[src/rtl/port_arbiter_pkg.sv]
// rtl/port_arbiter_pkg.sv - shared router constants, flit type codes and arbiter state encoding
package port_arbiter_pkg;

    localparam int PORT      = 4;
    localparam int DATAW     = 65;
    localparam int TYPEW_DEF = DATAW - 63;

    localparam logic [TYPEW_DEF-1:0] TYPE_NONE = TYPEW_DEF'(0);
    localparam logic [TYPEW_DEF-1:0] TYPE_HEAD = TYPEW_DEF'(1);
    localparam logic [TYPEW_DEF-1:0] TYPE_DATA = TYPEW_DEF'(2);
    localparam logic [TYPEW_DEF-1:0] TYPE_TAIL = TYPEW_DEF'(3);

    typedef enum logic {
        ST_IDLE   = 1'b0,
        ST_LOCKED = 1'b1
    } arb_state_e;

endpackage

[src/rtl/port_arbiter_if.sv]
// rtl/port_arbiter_if.sv - per-output arbiter bus: input flit status in, mux select and pops out
interface port_arbiter_if #(
    parameter int NPORT = 5,
    parameter int TYPEW = 2
);
    logic [NPORT-1:0]       ivalid;
    logic [NPORT*TYPEW-1:0] itype;
    logic                   ordy;
    logic [NPORT-1:0]       sel;
    logic [NPORT-1:0]       oack;
    logic                   busy;
    logic                   wd_err;

    modport master (input ivalid, itype, ordy, output sel, oack, busy, wd_err);
    modport slave  (output ivalid, itype, ordy, input sel, oack, busy, wd_err);
endinterface

[src/rtl/port_arbiter_rr_pick.sv]
// rtl/port_arbiter_rr_pick.sv - combinational round-robin pick: first requester at or above ptr, wrapping
module rr_pick #(
    parameter int  NPORT = 5,
    localparam int PW    = (NPORT > 1) ? $clog2(NPORT) : 1
) (
    input  logic [NPORT-1:0] req,
    input  logic [PW-1:0]    ptr,
    output logic [NPORT-1:0] grant,
    output logic             valid
);

    logic [PW-1:0] idx;

    always_comb begin
        grant = '0;
        valid = 1'b0;
        idx   = ptr;
        for (int i = 0; i < NPORT; i++) begin
            if (!valid && req[idx]) begin
                grant[idx] = 1'b1;
                valid      = 1'b1;
            end
            idx = (idx == PW'(NPORT - 1)) ? '0 : idx + 1'b1;
        end
    end

endmodule

[src/rtl/port_arbiter.sv]
// rtl/port_arbiter.sv - packet-locked round-robin output arbiter; optional watchdog via PORT_ARBITER_WATCHDOG_EN
module port_arbiter
    import port_arbiter_pkg::*;
#(
    parameter int NPORT   = PORT + 1,
    parameter int TYPEW   = DATAW - 63,
    parameter int TIMEOUT = 16
) (
    input logic             clk,
    input logic             rst,
    port_arbiter_if.master  arb
);

    localparam int PW = (NPORT > 1) ? $clog2(NPORT) : 1;
    localparam logic [TYPEW-1:0] T_HEAD = TYPEW'(TYPE_HEAD);
    localparam logic [TYPEW-1:0] T_TAIL = TYPEW'(TYPE_TAIL);

    arb_state_e       state_q, state_d;
    logic [NPORT-1:0] sel_q, sel_d;
    logic [PW-1:0]    ptr_q, ptr_d;
    logic             busy_q, busy_d;
    logic             wd_err_q, wd_err_d;

    logic [NPORT-1:0] req, pick_grant, oack_w;
    logic             pick_valid;
    logic [PW-1:0]    gidx;
    logic [TYPEW-1:0] gtype;
    logic             grant_go, tail_acc, wd_fire, release_lock;

    rr_pick #(.NPORT(NPORT)) u_pick (
        .req   (req),
        .ptr   (ptr_q),
        .grant (pick_grant),
        .valid (pick_valid)
    );

    // The pop is suppressed in a reset cycle so no flit is lost while the lock drops.
    assign oack_w   = rst ? '0 : (sel_q & arb.ivalid & {NPORT{arb.ordy}});
    assign arb.oack = oack_w;
    assign arb.sel  = sel_q;
    assign arb.busy = busy_q;
    assign arb.wd_err = wd_err_q;

    always_comb begin
        req   = '0;
        gidx  = '0;
        gtype = '0;
        for (int i = 0; i < NPORT; i++) begin
            req[i] = arb.ivalid[i] && (arb.itype[i*TYPEW +: TYPEW] == T_HEAD);
            if (sel_q[i]) begin
                gidx  = PW'(i);
                gtype = arb.itype[i*TYPEW +: TYPEW];
            end
        end
    end

    assign grant_go     = (state_q == ST_IDLE) && arb.ordy && pick_valid;
    assign tail_acc     = (state_q == ST_LOCKED) && (|oack_w) && (gtype == T_TAIL);
    assign release_lock = tail_acc || wd_fire;

`ifdef PORT_ARBITER_WATCHDOG_EN
    localparam int CW = $clog2(TIMEOUT + 1);

    logic [CW-1:0] wd_cnt_q, wd_cnt_d;
    logic          gvalid;

    assign gvalid = |(sel_q & arb.ivalid);

    // Counts starved cycles on the granted port; any accepted flit restarts the count.
    always_comb begin
        wd_cnt_d = wd_cnt_q;
        wd_fire  = 1'b0;
        if (state_q != ST_LOCKED || (|oack_w)) begin
            wd_cnt_d = '0;
        end else if (!gvalid) begin
            if (wd_cnt_q == CW'(TIMEOUT - 1)) begin
                wd_fire  = 1'b1;
                wd_cnt_d = '0;
            end else begin
                wd_cnt_d = wd_cnt_q + 1'b1;
            end
        end
    end

    always_ff @(posedge clk) begin
        if (rst) wd_cnt_q <= '0;
        else     wd_cnt_q <= wd_cnt_d;
    end
`else
    assign wd_fire = 1'b0;
`endif

    always_comb begin
        state_d = state_q;
        case (state_q)
            ST_IDLE:   if (grant_go)     state_d = ST_LOCKED;
            ST_LOCKED: if (release_lock) state_d = ST_IDLE;
            default:                     state_d = ST_IDLE;
        endcase
    end

    always_comb begin
        sel_d    = sel_q;
        busy_d   = busy_q;
        ptr_d    = ptr_q;
        wd_err_d = wd_fire;
        if (grant_go) begin
            sel_d  = pick_grant;
            busy_d = 1'b1;
        end else if (release_lock) begin
            sel_d  = '0;
            busy_d = 1'b0;
            ptr_d  = (gidx == PW'(NPORT - 1)) ? '0 : gidx + 1'b1;
        end
    end

    always_ff @(posedge clk) begin
        if (rst) begin
            state_q  <= ST_IDLE;
            sel_q    <= '0;
            ptr_q    <= '0;
            busy_q   <= 1'b0;
            wd_err_q <= 1'b0;
        end else begin
            state_q  <= state_d;
            sel_q    <= sel_d;
            ptr_q    <= ptr_d;
            busy_q   <= busy_d;
            wd_err_q <= wd_err_d;
        end
    end

endmodule

[src/flat_wrapper.sv]
// flat-port wrapper written by rule: the top's interface ports become plain ports
module port_arbiter_flat import port_arbiter_pkg::*;
#(
    parameter int NPORT   = PORT + 1,
    parameter int TYPEW   = DATAW - 63,
    parameter int TIMEOUT = 16
)
  (clk, rst, arb_ivalid, arb_itype, arb_ordy, arb_sel, arb_oack, arb_busy, arb_wd_err);
  port_arbiter_if #(.NPORT(NPORT), .TYPEW(TYPEW)) arb_i ();
  input logic clk;
  input logic rst;
  input wire logic [$bits(arb_i.ivalid)-1:0] arb_ivalid;
  input wire logic [$bits(arb_i.itype)-1:0] arb_itype;
  input wire logic [$bits(arb_i.ordy)-1:0] arb_ordy;
  output wire logic [$bits(arb_i.sel)-1:0] arb_sel;
  output wire logic [$bits(arb_i.oack)-1:0] arb_oack;
  output wire logic [$bits(arb_i.busy)-1:0] arb_busy;
  output wire logic [$bits(arb_i.wd_err)-1:0] arb_wd_err;
  assign arb_i.ivalid = arb_ivalid;
  assign arb_i.itype = arb_itype;
  assign arb_i.ordy = arb_ordy;
  assign arb_sel = arb_i.sel;
  assign arb_oack = arb_i.oack;
  assign arb_busy = arb_i.busy;
  assign arb_wd_err = arb_i.wd_err;
  port_arbiter #(.NPORT(NPORT), .TYPEW(TYPEW), .TIMEOUT(TIMEOUT)) u_core (.clk(clk), .rst(rst), .arb(arb_i));
endmodule
[config.mk]
export PLATFORM = sky130hd
export DESIGN_NAME = port_arbiter_flat
export DESIGN_NICKNAME = d
export VERILOG_FILES = /design/src/rtl/port_arbiter_pkg.sv /design/src/rtl/port_arbiter_if.sv /design/src/rtl/port_arbiter_rr_pick.sv /design/src/rtl/port_arbiter.sv /design/src/flat_wrapper.sv
export SDC_FILE = /design/constraint.sdc
export NUM_CORES = 1
export LEC_CHECK = 0
export ABC_AREA = 1
export BUFFER_PORTS_ARGS = -buffer_cell sky130_fd_sc_hd__buf_2
export CAP_MARGIN = 0
export CORE_MARGIN = 2
export CORE_UTILIZATION = 45
export DETAILED_ROUTE_END_ITERATION = 6
export GPL_ROUTABILITY_DRIVEN = 0
export PLACE_DENSITY = 0.67
export SETUP_SLACK_MARGIN = 0.15
export SLEW_MARGIN = 25
export SYNTH_ARGS = -nofsm -noshare
export SYNTH_HDL_FRONTEND = slang
export SYNTH_SLANG_ARGS = --single-unit
export TNS_END_PERCENT = 50
[constraint.sdc]
create_clock -name clk -period 3.5 [get_ports clk]
set_input_delay 0.175 -clock clk [delete_from_list [all_inputs] [get_ports clk]]
set_output_delay 0.175 -clock clk [all_outputs]
set_load 0.03 [all_outputs]
# ---- Word-level counts from Yosys, hierarchy flattened
# Index checks and enable logic that the tools add are counted.
dict set report op_classes {
  add_sub_neg 5
  magnitude_cmp 10
  eq_ne 11
  n_mux 52
  bitwise_logic 8
  reduce_logical 25
}
# op count
set ops {}
lappend ops {{$mux W5} 8}
lappend ops {{$mux W3} 8}
lappend ops {{$lt A3 B4 Y1 const B} 5}
lappend ops {{$mux W1} 20}
lappend ops {{$or A5 B5 Y5} 4}
lappend ops {{$logic_and A1 B1 Y1} 18}
lappend ops {{$add A3 B1 Y3 const B} 5}
lappend ops {{$bmux W1 S3} 5}
lappend ops {{$demux W1 S3} 5}
lappend ops {{$eq A3 B3 Y1 const B} 5}
lappend ops {{$ge A3 B1 Y1 const B} 5}
lappend ops {{$and A5 B5 Y5} 2}
lappend ops {{$eq A2 B1 Y1 const B} 5}
lappend ops {{$mux W2} 5}
lappend ops {{$reduce_or A5 Y1} 1}
lappend ops {{$logic_not A1 Y1} 4}
lappend ops {{$eq A2 B2 Y1 const B} 1}
lappend ops {{$not A1 Y1} 2}
lappend ops {{$pmux W1 S2} 1}
lappend ops {{$reduce_and A2 Y1} 1}
lappend ops {{$reduce_bool A2 Y1} 1}
dict set report totals {
  regBits 10
  inputBits 18
  out_inout_bits 12
  word_cells 115
}

# ---- Longest topological paths before layout
# Gate-level depths: netlist of the first run.
dict set report logic_depth {
  word_depth 20
  ltp_mapped 25
  ltp_nobuf 23
}

# ---- Hierarchy
# Synthesis of the first run repeated with hierarchy kept, for this count alone.
dict set report hier_totals {
  cells_unflattened 282
  area_unflattened_um2 1554.0
}
# mod instances cells_each area_each_um2 seq_area_each_um2
set modules_own_cells {}
lappend modules_own_cells {rr_pick 1 175 900.9 0.0}
lappend modules_own_cells {port_arbiter 1 107 653.1 200.2}

# ---- Worst setup path after synthesis of the first run
# OpenSTA, ideal clock, no wires.
dict set report synth_path {
  path_kind {register to register}
  from {reg u_core.ptr_q[0]}
  to {reg u_core.sel_q[4] (netlist: u_core.arb.sel[4])}
  setup_ps 130
  t_arrival_ps 2757
  required_ps 3370
  setup_slack_ps 613
  path_stages_with_launch 23
  path_buffers 2
  period_less_slack_ps 2887
  path_cell_list {dfxtp_1 > buf_4 > inv_1 > ha_1 > nand2_4 > nand2_4 > ha_1 > nand2_4 > nand2_4 > buf_6 > ha_1 > inv_1 > nand2_1 > nand2_2 > nand2_2 > xor2_1 > or2_1 > nand2_1 > nand2_1 > nand3_1 > nand2_1 > nand2_1 > a21oi_1}
}
dict set report synth_via {
  elab_chain_cells 17
  word_cells_on_any_way 72
  classes_between {4 x add/sub; 10 x order compare; 4 x eq/ne; 35 x mux; 4 x bitwise; 15 x reduce/logical}
}
# element line_no
set synth_lines {}
lappend synth_lines {{start: declaration} port_arbiter.sv:20} ;# logic [PW-1:0] ptr_q, ptr_d;
lappend synth_lines {{start signal: assignment} port_arbiter.sv:127} ;# ptr_q <= ptr_d;
lappend synth_lines {{branches (longest 17 deep; another with $lt A3 B4 Y1)} n/a}
lappend synth_lines {{end signal: assignment} port_arbiter.sv:126} ;# sel_q <= sel_d;
lappend synth_lines {{end: declaration} port_arbiter.sv:19} ;# logic [NPORT-1:0] sel_q, sel_d;
# Parallel ways; which one is timed is not known. The select of a mux whose other input is x is not followed.
# A chain may end at the register's enable or synchronous reset.

# ---- Final worst setup path of the first run
dict set report layout_path {
  from {reg u_core.ptr_q[0]}
  to {reg u_core.sel_q[3] (netlist: u_core.arb.sel[3])}
}
# Same word-level chain as after synthesis.

==> results of run 1 <==
[area by class of cell]
| class | instances | area [um2] | area share, % |
|---|---|---|---|
| Multi-Input combinational cell | 215 | 1220 | 67.1 |
| Clock buffer | 4 | 36.3 | 1.99 |
| Sequential cell | 10 | 201 | 11.0 |
| Inverter | 41 | 156 | 8.57 |
| Tap cell | 46 | 57.6 | 3.16 |
| Timing Repair Buffer | 29 | 148 | 8.09 |
[Yosys cell counts (all sizes together), types with 2 or more instances]
cell	number	area, um2
or2	2	12.5
inv	41	156
o211ai	2	15.0
a31oi	3	18.8
nand3	45	280
a211oi	3	22.5
a21oi	16	80.1
ha	7	87.6
buf	4	31.3
dfxtp	10	200
o21ai	4	20.0
nor2	35	158
nor3	8	50.1
nand2	83	412
[flip-flops by register name, summed over array words and instances (netlist names)]
register,count
u_core.arb.busy,1
u_core.arb.sel,5
u_core.ptr_q,3
u_core.state_q,1
[kinds of logic after synthesis]
kind of cell	synth area share (%)
AO/OA/AOI/OAI	11.9
XOR/XNOR	0.543
adder cells (fa/ha/maj)	5.43
buffers and inverters	12.5
flip-flops	12.4
other	0.233
AND/OR/NAND/NOR	56.9
[what timing repair did]
action                                  CTS  global route
setup buffers                             0             0
hold buffers                              0             0
gates resized for setup                   0             2
endpoints found under the hold margin     0             0
endpoints found under the setup margin    0             5
[cells in the final DEF (no fill, tap or decap)]
master     count
conb_1         1
nand3_2        6
o211a_1        1
nand4_1        1
clkbuf_8       1
nor2_1        32
a31oi_1        3
a41oi_1        1
a21oi_1       16
nor2_4         1
buf_2         28
nand3_4        2
ha_1           7
dfxtp_2        1
o2111ai_2      1
or2_2          1
nor2_8         1
o211ai_1       2
buf_4          1
nand3_1       37
inv_4          1
nor3_1         6
or2_1          1
o311ai_0       1
nand2_2        7
dfxtp_1        9
nand2_4       11
inv_2          3
o21ai_0        4
xor2_2         1
a211oi_1       3
inv_1         37
clkbuf_4       3
nor3_2         2
nand2_1       65
nor2_2         1
[worst max-delay path, delay by kind of cell (launching register included)]
family | cells | cell delay, ps
adder cells (fa/ha/maj) | 3 | 760
AND/OR/NAND/NOR | 17 | 1460
AO/OA/AOI/OAI | 1 | 110
flip-flops | 1 | 430
buffers and inverters | 2 | 230
[path summary, 6_finish.rpt]
check	cells after the start	end	start
setup / recovery	23	u_core.arb.sel[3]	u_core.ptr_q[0]
hold / removal	2	u_core.arb.sel[4]	rst
setup reg to reg	23	u_core.arb.sel[3]	u_core.ptr_q[0]
hold reg to reg	2	u_core.arb.busy	u_core.arb.busy
[power by group through the flow]
stage	registers [mW]	clock network, mW	logic (mW)
2_1_floorplan	0.126	0	0.0491
3_3_place_gp	0.123	0	0.0761
3_5_place_dp	0.123	0	0.0757
4_1_cts	0.120	0.106	0.0760
5_1_grt	0.121	0.114	0.0851
6_report	0.120	0.106	0.0764
[routing by layer]
layer / share of wire (%) / track usage [%] / up-vias / wire (um)
met5: 0 / 0 / - / 0
met4: 1.4 / 7.61 / 0 / 61
met3: 5.8 / 1.76 / 8 / 246
met2: 45 / 36.1 / 55 / 1920
met1: 47 / 29.4 / 796 / 2000
li1: - / - / 936 / -
==> flow_metrics.env, run 1 <==
export IMPL_status="finished, final reports clean"
export IMPL_setup_viol=0
export IMPL_clkPwrFrac_pct=34.9
export IMPL_p_leak_nw=0.949
export IMPL_hold_worst_slack_ps=226
export IMPL_grt_max_degree=14
export IMPL_initial_core_util_pct=47.6
export IMPL_ctsHtreeMaxLevel=1
export IMPL_vias=1795
export IMPL_ys_seq_area_share_pct=12.4
export IMPL_fin_nets=325
export IMPL_arrival_ps=3290
export IMPL_ir_worst_vdd_mv=0.120
export IMPL_num_fill_cells=357
export IMPL_drive_gt1_share_pct=24.1
export IMPL_syn_avg_cell_area_um2=5.93
export IMPL_dr_pass1_iters=5
export IMPL_crit_type="register to register"
export IMPL_clkLatencyLatePin_ps=270
export IMPL_cts_buffers=3
export IMPL_placementRows=21
export IMPL_worst_setup_path_start_kind="register"
export IMPL_cts_sinks=10
export IMPL_tns_ps=0
export IMPL_grt_pass1_vias=1665
export IMPL_ant_nets=0
export IMPL_slew_viol_final=0
export IMPL_fin_area_um2=1820
export IMPL_power_mw=0.302
export IMPL_synth_nets=297
export IMPL_ios=30
export IMPL_p_sw_share_pct=31.5
export IMPL_p_int_mw=0.207
export IMPL_die_w_um=63.9
export IMPL_p_sw_mw=0.0952
export IMPL_slowest_delay_ps=430
export IMPL_power_density_nw_per_um2=166
export IMPL_maxCapViolCount=0
export IMPL_synth_cells=272
export IMPL_hpwl_um=3530
export IMPL_wl_um=4220
export IMPL_grt_overflow=0
export IMPL_clk_path_buf_depth=2
export IMPL_ys_flop_type="dfxtp_1"
export IMPL_grt_use_total_pct=21.7
export IMPL_crit_slowest_cell="dfxtp_2"
export IMPL_dieHeight_um=63.9
export IMPL_synthDistinctLibCells=36
export IMPL_cp_end_kind="register"
export IMPL_async_flop_share_pct=0
export IMPL_pwr_share_seq_pct=39.8
export IMPL_placed_cells=341
export IMPL_cts_tree="built"
export IMPL_period_share_pct=88.2
export IMPL_routedWlPerCell_um=12.2
export IMPL_post_dp_cell_area_um2=1770
export IMPL_ys_seq_elements=10
export IMPL_syn_area_um2=1610
export IMPL_critical_path_cell_chain="inv_1 -> ha_1 -> nand2_4 -> nand2_4 -> ha_1 -> nand2_4 -> nand2_4 -> ha_1 -> inv_1 -> nand2_1 -> nand2_2 -> nand3_2 -> nand2_2 -> nand2_1 -> nand2_1 -> nand2_1 -> nand2_1 -> nand2_1 -> nand2_1 -> nand3_1 -> nand2_1 -> nand2_1 -> a21oi_1"
export IMPL_place_ws_ps=320
export IMPL_timing_final_ws_setup_ps=413
export IMPL_drcViolationCount=0
export IMPL_fin_crit_ps=3090
export IMPL_crit_required_ps=3700
export IMPL_cts_clk_slew_worst_paths_ps=70
export IMPL_area_growth_pct=13.1
export IMPL_fmax_ghz=0.324
export IMPL_port_buffer_count=28
export IMPL_antenna_found_initial=0
export IMPL_hold_viol_final=0
export IMPL_fin_cells=345
export IMPL_grt_pass1_wl_um=7210
export IMPL_crit_top_cell="nand2_1"
export IMPL_core_um2=3390
export IMPL_antenna_cells=0
export IMPL_comb_power_share_pct=25.3
export IMPL_drt_initial_drc_count=113
export IMPL_r2r_slack_ps=410
export IMPL_worst_pin_slew_ps=602
export IMPL_hold_path_class="primary input to register"
export IMPL_rsz0062_at_grt="no"
export IMPL_skew_ps=5.64
export IMPL_max_slew_margin_pct=59.5
export IMPL_synth_edff_count=0
export IMPL_crit_fanout=13
export IMPL_utilization_pct=53.8
export IMPL_synth_yosys_warnings=0
export IMPL_clockRootBuffer="clkbuf_4"
export IMPL_fp_dieArea_um2=4080
export IMPL_vias_per_cell=5.20
(Power assumes the default switching activity.)
==> inputs of run 2 (changes only) <==
--- a/config.mk
+++ b/config.mk
@@ -13,9 +13,11 @@
 export DETAILED_ROUTE_END_ITERATION = 6
 export GPL_ROUTABILITY_DRIVEN = 0
 export PLACE_DENSITY = 0.67
+export REMOVE_ABC_BUFFERS = 1
 export SETUP_SLACK_MARGIN = 0.15
 export SLEW_MARGIN = 25
 export SYNTH_ARGS = -nofsm -noshare
 export SYNTH_HDL_FRONTEND = slang
+export SYNTH_HIERARCHICAL = 1
 export SYNTH_SLANG_ARGS = --single-unit
 export TNS_END_PERCENT = 50
==> flow_metrics.env, run 2 <==
export IMPL_grt_pass1_wl_um=7180
export IMPL_mostFrequentLayoutCell="nand2_1"
export IMPL_dieHeight_um=62.8
export IMPL_ys_seq_area_share_pct=12.9
export IMPL_ctsHtreeMaxLevel=1
export IMPL_rr_startpoint="u_core/ptr_q[0]"
export IMPL_fp_dieArea_um2=3940
export IMPL_placementRows=21
export IMPL_cts_hold_buf=0
export IMPL_port_buffer_count=28
export IMPL_maxCapViolCount=0
export IMPL_synthDistinctLibCells=24
export IMPL_fmax_ghz=0.335
export IMPL_area_growth_pct=15.2
export IMPL_r2r_slack_ps=510
export IMPL_ys_seq_elements=10
export IMPL_fin_cells=357
export IMPL_path_buf_inv=4
export IMPL_ant_nets=0
export IMPL_skew_ps=9.91
export IMPL_vias=1834
export IMPL_crit_required_ps=3690
export IMPL_initial_core_util_pct=46.6
export IMPL_antenna_cells=0
export IMPL_p_leak_nw=1.01
export IMPL_slowest_delay_ps=340
export IMPL_hold_worst_slack_ps=206
export IMPL_critical_path_cell_chain="inv_2 -> ha_1 -> nand2_4 -> inv_2 -> nor2_4 -> ha_1 -> nand2_2 -> inv_1 -> ha_1 -> nor2_1 -> nand3_1 -> nand2_1 -> nand2_2 -> nand2_2 -> nand2_1 -> nand3_1 -> nand3_1 -> nand3_2 -> nand3_4 -> inv_2 -> nand2_1 -> a21oi_1"
export IMPL_synth_yosys_warnings=6
export IMPL_clk_path_buf_depth=2
export IMPL_worst_pin_slew_ps=578
export IMPL_slew_viol_final=0
export IMPL_grt_max_degree=13
export IMPL_drt_initial_drc_count=113
export IMPL_ios=30
export IMPL_hold_path_class="primary input to register"
export IMPL_drive_gt1_share_pct=24.1
export IMPL_cts_sinks=10
export IMPL_max_slew_margin_pct=61.3
export IMPL_period_share_pct=85.4
export IMPL_cts_clk_slew_worst_paths_ps=80
export IMPL_largest_reg_flops=5
export IMPL_grt_overflow=0
export IMPL_worst_setup_path_start_kind="register"
export IMPL_cts_buffers=3
export IMPL_netlist_top_cells_count="nand2_1 (75), nand3_1 (47), inv_1 (41)"
export IMPL_crit_fanout=8
export IMPL_placed_cells=353
export IMPL_arrival_ps=3180
export IMPL_clkLatencyLatePin_ps=270
export IMPL_tns_ps=0
export IMPL_drcViolationCount=0
export IMPL_hpwl_um=3350
export IMPL_clockRootBuffer="clkbuf_4"
export IMPL_fin_crit_ps=2990
export IMPL_fin_nets=336
export IMPL_routedWlPerCell_um=11.7
export IMPL_wl_um=4170
export IMPL_syn_avg_cell_area_um2=5.51
export IMPL_cts_tree="built"
export IMPL_cp_end_kind="register"
export IMPL_status="finished, final reports clean"
export IMPL_reg2reg_depth=22
export IMPL_power_density_nw_per_um2=168
export IMPL_synth_top_area_share_pct=18.1
export IMPL_crit_start="u_core/ptr_q[0]"
export IMPL_path_depth=22
export IMPL_rsz0062_at_grt="no"
export IMPL_grt_pass1_vias=1676
export IMPL_mostFrequentLayoutCells="nand2_1 (72), nand3_1 (45), inv_1 (40), nor2_1 (32), buf_2 (28)"
export IMPL_setup_viol=0
export IMPL_ir_worst_vdd_mv=0.141
export IMPL_yosysMostFrequentCell="nand2_1"
export IMPL_synth_area_top_cells="nand2_1 (18%), nand3_1 (15%), dfxtp_1 (13%)"
export IMPL_grt_use_total_pct=22.0
export IMPL_dr_pass1_iters=5
export IMPL_async_flop_share_pct=0
export IMPL_place_ws_ps=201
export IMPL_syn_area_um2=1550
export IMPL_core_um2=3340
export IMPL_hold_viol_final=0
export IMPL_critical_path_top_delay_family="simple AND/OR/NAND/NOR gates"
export IMPL_timing_final_ws_setup_ps=512
export IMPL_crit_slowest_cell="dfxtp_1"
export IMPL_fin_area_um2=1790
export IMPL_antenna_found_initial=0
export IMPL_reg2reg_to="u_core/arb.sel[1]"
export IMPL_synth_edff_count=0
export IMPL_crit_type="register to register"
export IMPL_synth_cells=282
export IMPL_synth_top_area_cell="nand2_1"
export IMPL_post_dp_cell_area_um2=1720
export IMPL_cp_endpoint="u_core/arb.sel[1]"
export IMPL_die_w_um=62.8
export IMPL_vias_per_cell=5.14
export IMPL_ys_flop_type="dfxtp_1"
## run 2: how the worst min path moves through the flow
| stage | startpoint | end | slack [ps] | depth (start not counted) |
|---|---|---|---|---|
| 3_3_place_gp | u_core/state_q | u_core/state_q | 460 | 2 |
| 2_1_floorplan | rst | u_core/arb.busy | 240 | 1 |
| 4_1_cts | rst | u_core/arb.sel[0] | 200 | 2 |
| 6_report | rst | u_core/arb.sel[4] | 210 | 2 |
| 3_5_place_dp | u_core/state_q | u_core/state_q | 460 | 2 |
| 5_1_grt | rst | u_core/arb.sel[0] | 190 | 2 |
## run 2: per-stage QoR
| step | total power [mW] | util, % |
|---|---|---|
| 2_1_floorplan | 0.167 | - |
| 3_3_place_gp | 0.192 | 51.5 |
| 3_5_place_dp | 0.192 | 51.5 |
| 4_1_cts | 0.300 | 52.6 |
| 5_1_grt | 0.321 | 53.7 |
| 6_report | 0.301 | 53.7 |
## run 2: where the power goes
group | switching [mW] | internal, mW | total, mW
clock | 0.0439 | 0.0631 | 0.107
combinational | 0.0491 | 0.0250 | 0.0741
sequential | 0.00280 | 0.117 | 0.120
total | 0.0958 | 0.205 | 0.301
## run 2: worst register-to-register path, delay by kind of cell, from the launching register on
family,cells,cell delay (ps)
and+or+nand+nor,14,1420
adders and majority gates,3,720
AOI/OAI and AO/OA,1,130
buffers and inverters,4,300
DFF,1,340
## run 2: routing by layer
layer	global-route usage (%)	vias to the layer above	part of all wire [%]
met5	0	-	0
met1	29.8	819	47
met3	2.16	2	5.7
met4	6.39	0	0.60
met2	36.8	56	47
li1	-	957	-
## run 2: cell families (layout without fill, tap and decap cells)
logic type | Yosys count | in the layout | synth area share [%]
flip-flops | 10 | 10 | 12.9
other | 1 | 1 | 0.241
adder cells (fa/ha/maj) | 6 | 6 | 4.83
AND/OR/NAND/NOR | 188 | 188 | 58.9
buffers and inverters | 54 | 83 | 15.1
AO/OA/AOI/OAI | 23 | 23 | 8.13
## run 2: cell type report
class | instances | area [um2]
flip-flops and latches | 10 | 201
repair buffers | 29 | 148
fillers | 376 | 1550
inverters | 50 | 193
well taps | 46 | 57.6
multi-input cells | 218 | 1150
clock buffers | 4 | 36.3
## run 2: repair_timing
action                                  in CTS  in global routing
endpoints found under the setup margin       0                  7
resized for setup                            0                 10
buffers inserted                             0                  0
==> inputs of run 3 (changes only) <==
--- a/config.mk
+++ b/config.mk
@@ -8,7 +8,6 @@
 export ABC_AREA = 1
 export BUFFER_PORTS_ARGS = -buffer_cell sky130_fd_sc_hd__buf_2
 export CAP_MARGIN = 0
-export CORE_MARGIN = 2
 export CORE_UTILIZATION = 45
 export DETAILED_ROUTE_END_ITERATION = 6
 export GPL_ROUTABILITY_DRIVEN = 0
==> flow_metrics.env, run 3 (same netlist as run 2, synthesis figures left out) <==
export IMPL_hpwl_um=3370
export IMPL_die_w_um=60.8
export IMPL_setup_viol=0
export IMPL_maxCapViolCount=0
export IMPL_grt_max_degree=13
export IMPL_fin_nets=336
export IMPL_cp_end_kind="register"
export IMPL_postCtsSetupBuffers=0
export IMPL_core_um2=3150
export IMPL_dr_pass1_iters=4
export IMPL_pwr_share_seq_pct=39.3
export IMPL_clkLatencyLatePin_ps=270
export IMPL_crit_start="u_core/ptr_q[0]"
export IMPL_crit_type="register to register"
export IMPL_clk_path_buf_depth=2
export IMPL_p_int_mw=0.205
export IMPL_hold_viol_final=0
export IMPL_vias_per_cell=5.08
export IMPL_drt_initial_drc_count=110
export IMPL_hold_path_class="primary input to register"
export IMPL_fp_dieArea_um2=3690
export IMPL_port_buffer_count=28
export IMPL_slew_viol_final=0
export IMPL_hp_start="rst"
export IMPL_cts_hold_buf=0
export IMPL_ir_worst_vdd_mv=0.141
export IMPL_mostFrequentLayoutCell="nand2_1"
export IMPL_cts_buffers=3
export IMPL_rsz0062_at_grt="no"
export IMPL_max_slew_margin_pct=62.6
export IMPL_clockRootBuffer="clkbuf_4"
export IMPL_crit_fanout=8
export IMPL_grt_overflow=0
export IMPL_crit_required_ps=3700
export IMPL_cts_tree="built"
export IMPL_skew_ps=9.30
export IMPL_worst_pin_slew_ps=561
export IMPL_antenna_cells=0
export IMPL_cts_clk_slew_worst_paths_ps=80
export IMPL_initial_core_util_pct=49.3
export IMPL_clkPwrFrac_pct=36.2
export IMPL_period_share_pct=87.1
export IMPL_p_sw_mw=0.0991
export IMPL_p_leak_nw=1.01
export IMPL_grt_use_total_pct=25.0
export IMPL_dieHeight_um=60.8
export IMPL_vias=1802
export IMPL_rr_startpoint="u_core/ptr_q[0]"
export IMPL_drcViolationCount=0
export IMPL_tns_ps=0
export IMPL_arrival_ps=3240
export IMPL_worst_setup_path_start_kind="register"
export IMPL_ios=30
export IMPL_fin_crit_ps=3050
export IMPL_fmax_ghz=0.328
export IMPL_area_growth_pct=14.9
export IMPL_fin_area_um2=1790
export IMPL_power_density_nw_per_um2=170
export IMPL_grt_pass1_vias=1528
export IMPL_routedWlPerCell_um=11.6
export IMPL_antenna_found_initial=0
export IMPL_num_fill_cells=356
export IMPL_ctsHtreeMaxLevel=1
export IMPL_placementRows=20
export IMPL_drive_gt1_share_pct=23.5
export IMPL_post_dp_cell_area_um2=1720
export IMPL_p_sw_share_pct=32.6
export IMPL_cts_sinks=10
export IMPL_wl_um=4120
export IMPL_largest_reg_flops=5
export IMPL_comb_power_share_pct=24.5
export IMPL_mostFrequentLayoutCells="nand2_1 (73), nand3_1 (46), inv_1 (40), nor2_1 (32), buf_2 (28)"
export IMPL_ant_nets=0
export IMPL_grt_pass1_wl_um=6870
export IMPL_status="finished, final reports clean"
-- run 3: cell types whose count changed in the layout (fill, tap and decap cells not counted) --
cell / before / now
nand2_1: 72 / 73
nand2_2: 11 / 9
nand2_4: 3 / 4
nand3_1: 45 / 46
nand3_2: 6 / 5
-- run 3: worst paths after layout --
path / end / slack [ps] / cells past startpoint
worst max-delay path: u_core/arb.sel[3] / 450 / 22
worst min-delay path: u_core/arb.sel[2] / 210 / 2
worst max register to register: u_core/arb.sel[3] / 450 / 22
worst min register to register: u_core/state_q / 470 / 2
-- run 3: repair_timing --
item                                    in CTS  in global routing
pin swaps                                    0                  1
gates resized for setup                      1                  8
cloned                                       0                  0
endpoints found under the setup margin       5                  7
-- run 3: power by group through the flow --
stage / combinational (mW) / clock [mW] / sequential (mW)
6_report: 0.0744 / 0.110 / 0.120
5_1_grt: 0.0818 / 0.121 / 0.120
4_1_cts: 0.0718 / 0.115 / 0.120
3_5_place_dp: 0.0707 / 0 / 0.122
3_3_place_gp: 0.0712 / 0 / 0.122
2_1_floorplan: 0.0414 / 0 / 0.126
-- run 3: final cells by class --
cell class | count | area [um2] | area share (%)
multi-input combinational | 218 | 1150 | 64.5
tap | 44 | 55.1 | 3.08
timing repair buffer | 29 | 148 | 8.27
clock buffer | 4 | 36.3 | 2.03
sequential | 10 | 201 | 11.3
inverter | 50 | 193 | 10.8
-- run 3: critical path: stages (launching register included) --
cell and delay (ps):
dfxtp_1 340, inv_2 80, ha_1 230, nand2_4 120, inv_2 60, nor2_4 140
ha_1 290, nand2_2 120, inv_1 50, ha_1 200, nor2_1 90, nand3_1 80
nand2_1 120, nand3_1 100, inv_1 90, nand2_1 90, nand2_4 130, nor2_4 60
nand3_1 140, nand3_4 140, inv_2 110, nand2_1 60, a21oi_1 140
-- run 3: routing by layer --
layer	global-route usage, %	vias up	share of wire (%)
li1	-	963	-
met1	37.7	793	52
met3	3.41	4	4.8
met5	0	-	0
met4	8.44	0	0.83
met2	35.9	42	43
-- run 3: per-stage QoR --
stage                     worst slack [ps]  hold WS, ps  power, mW  utilization, %  std cells
after floorplan                        465          244      0.167               -        278
after global placement                 228          455      0.193            54.4        351
after detailed placement               149          459      0.193            54.4        351
after CTS                              202          199      0.306            55.7        355
after global routing                   127          198      0.323            56.6        355
final                                  452          214      0.304            56.6        355
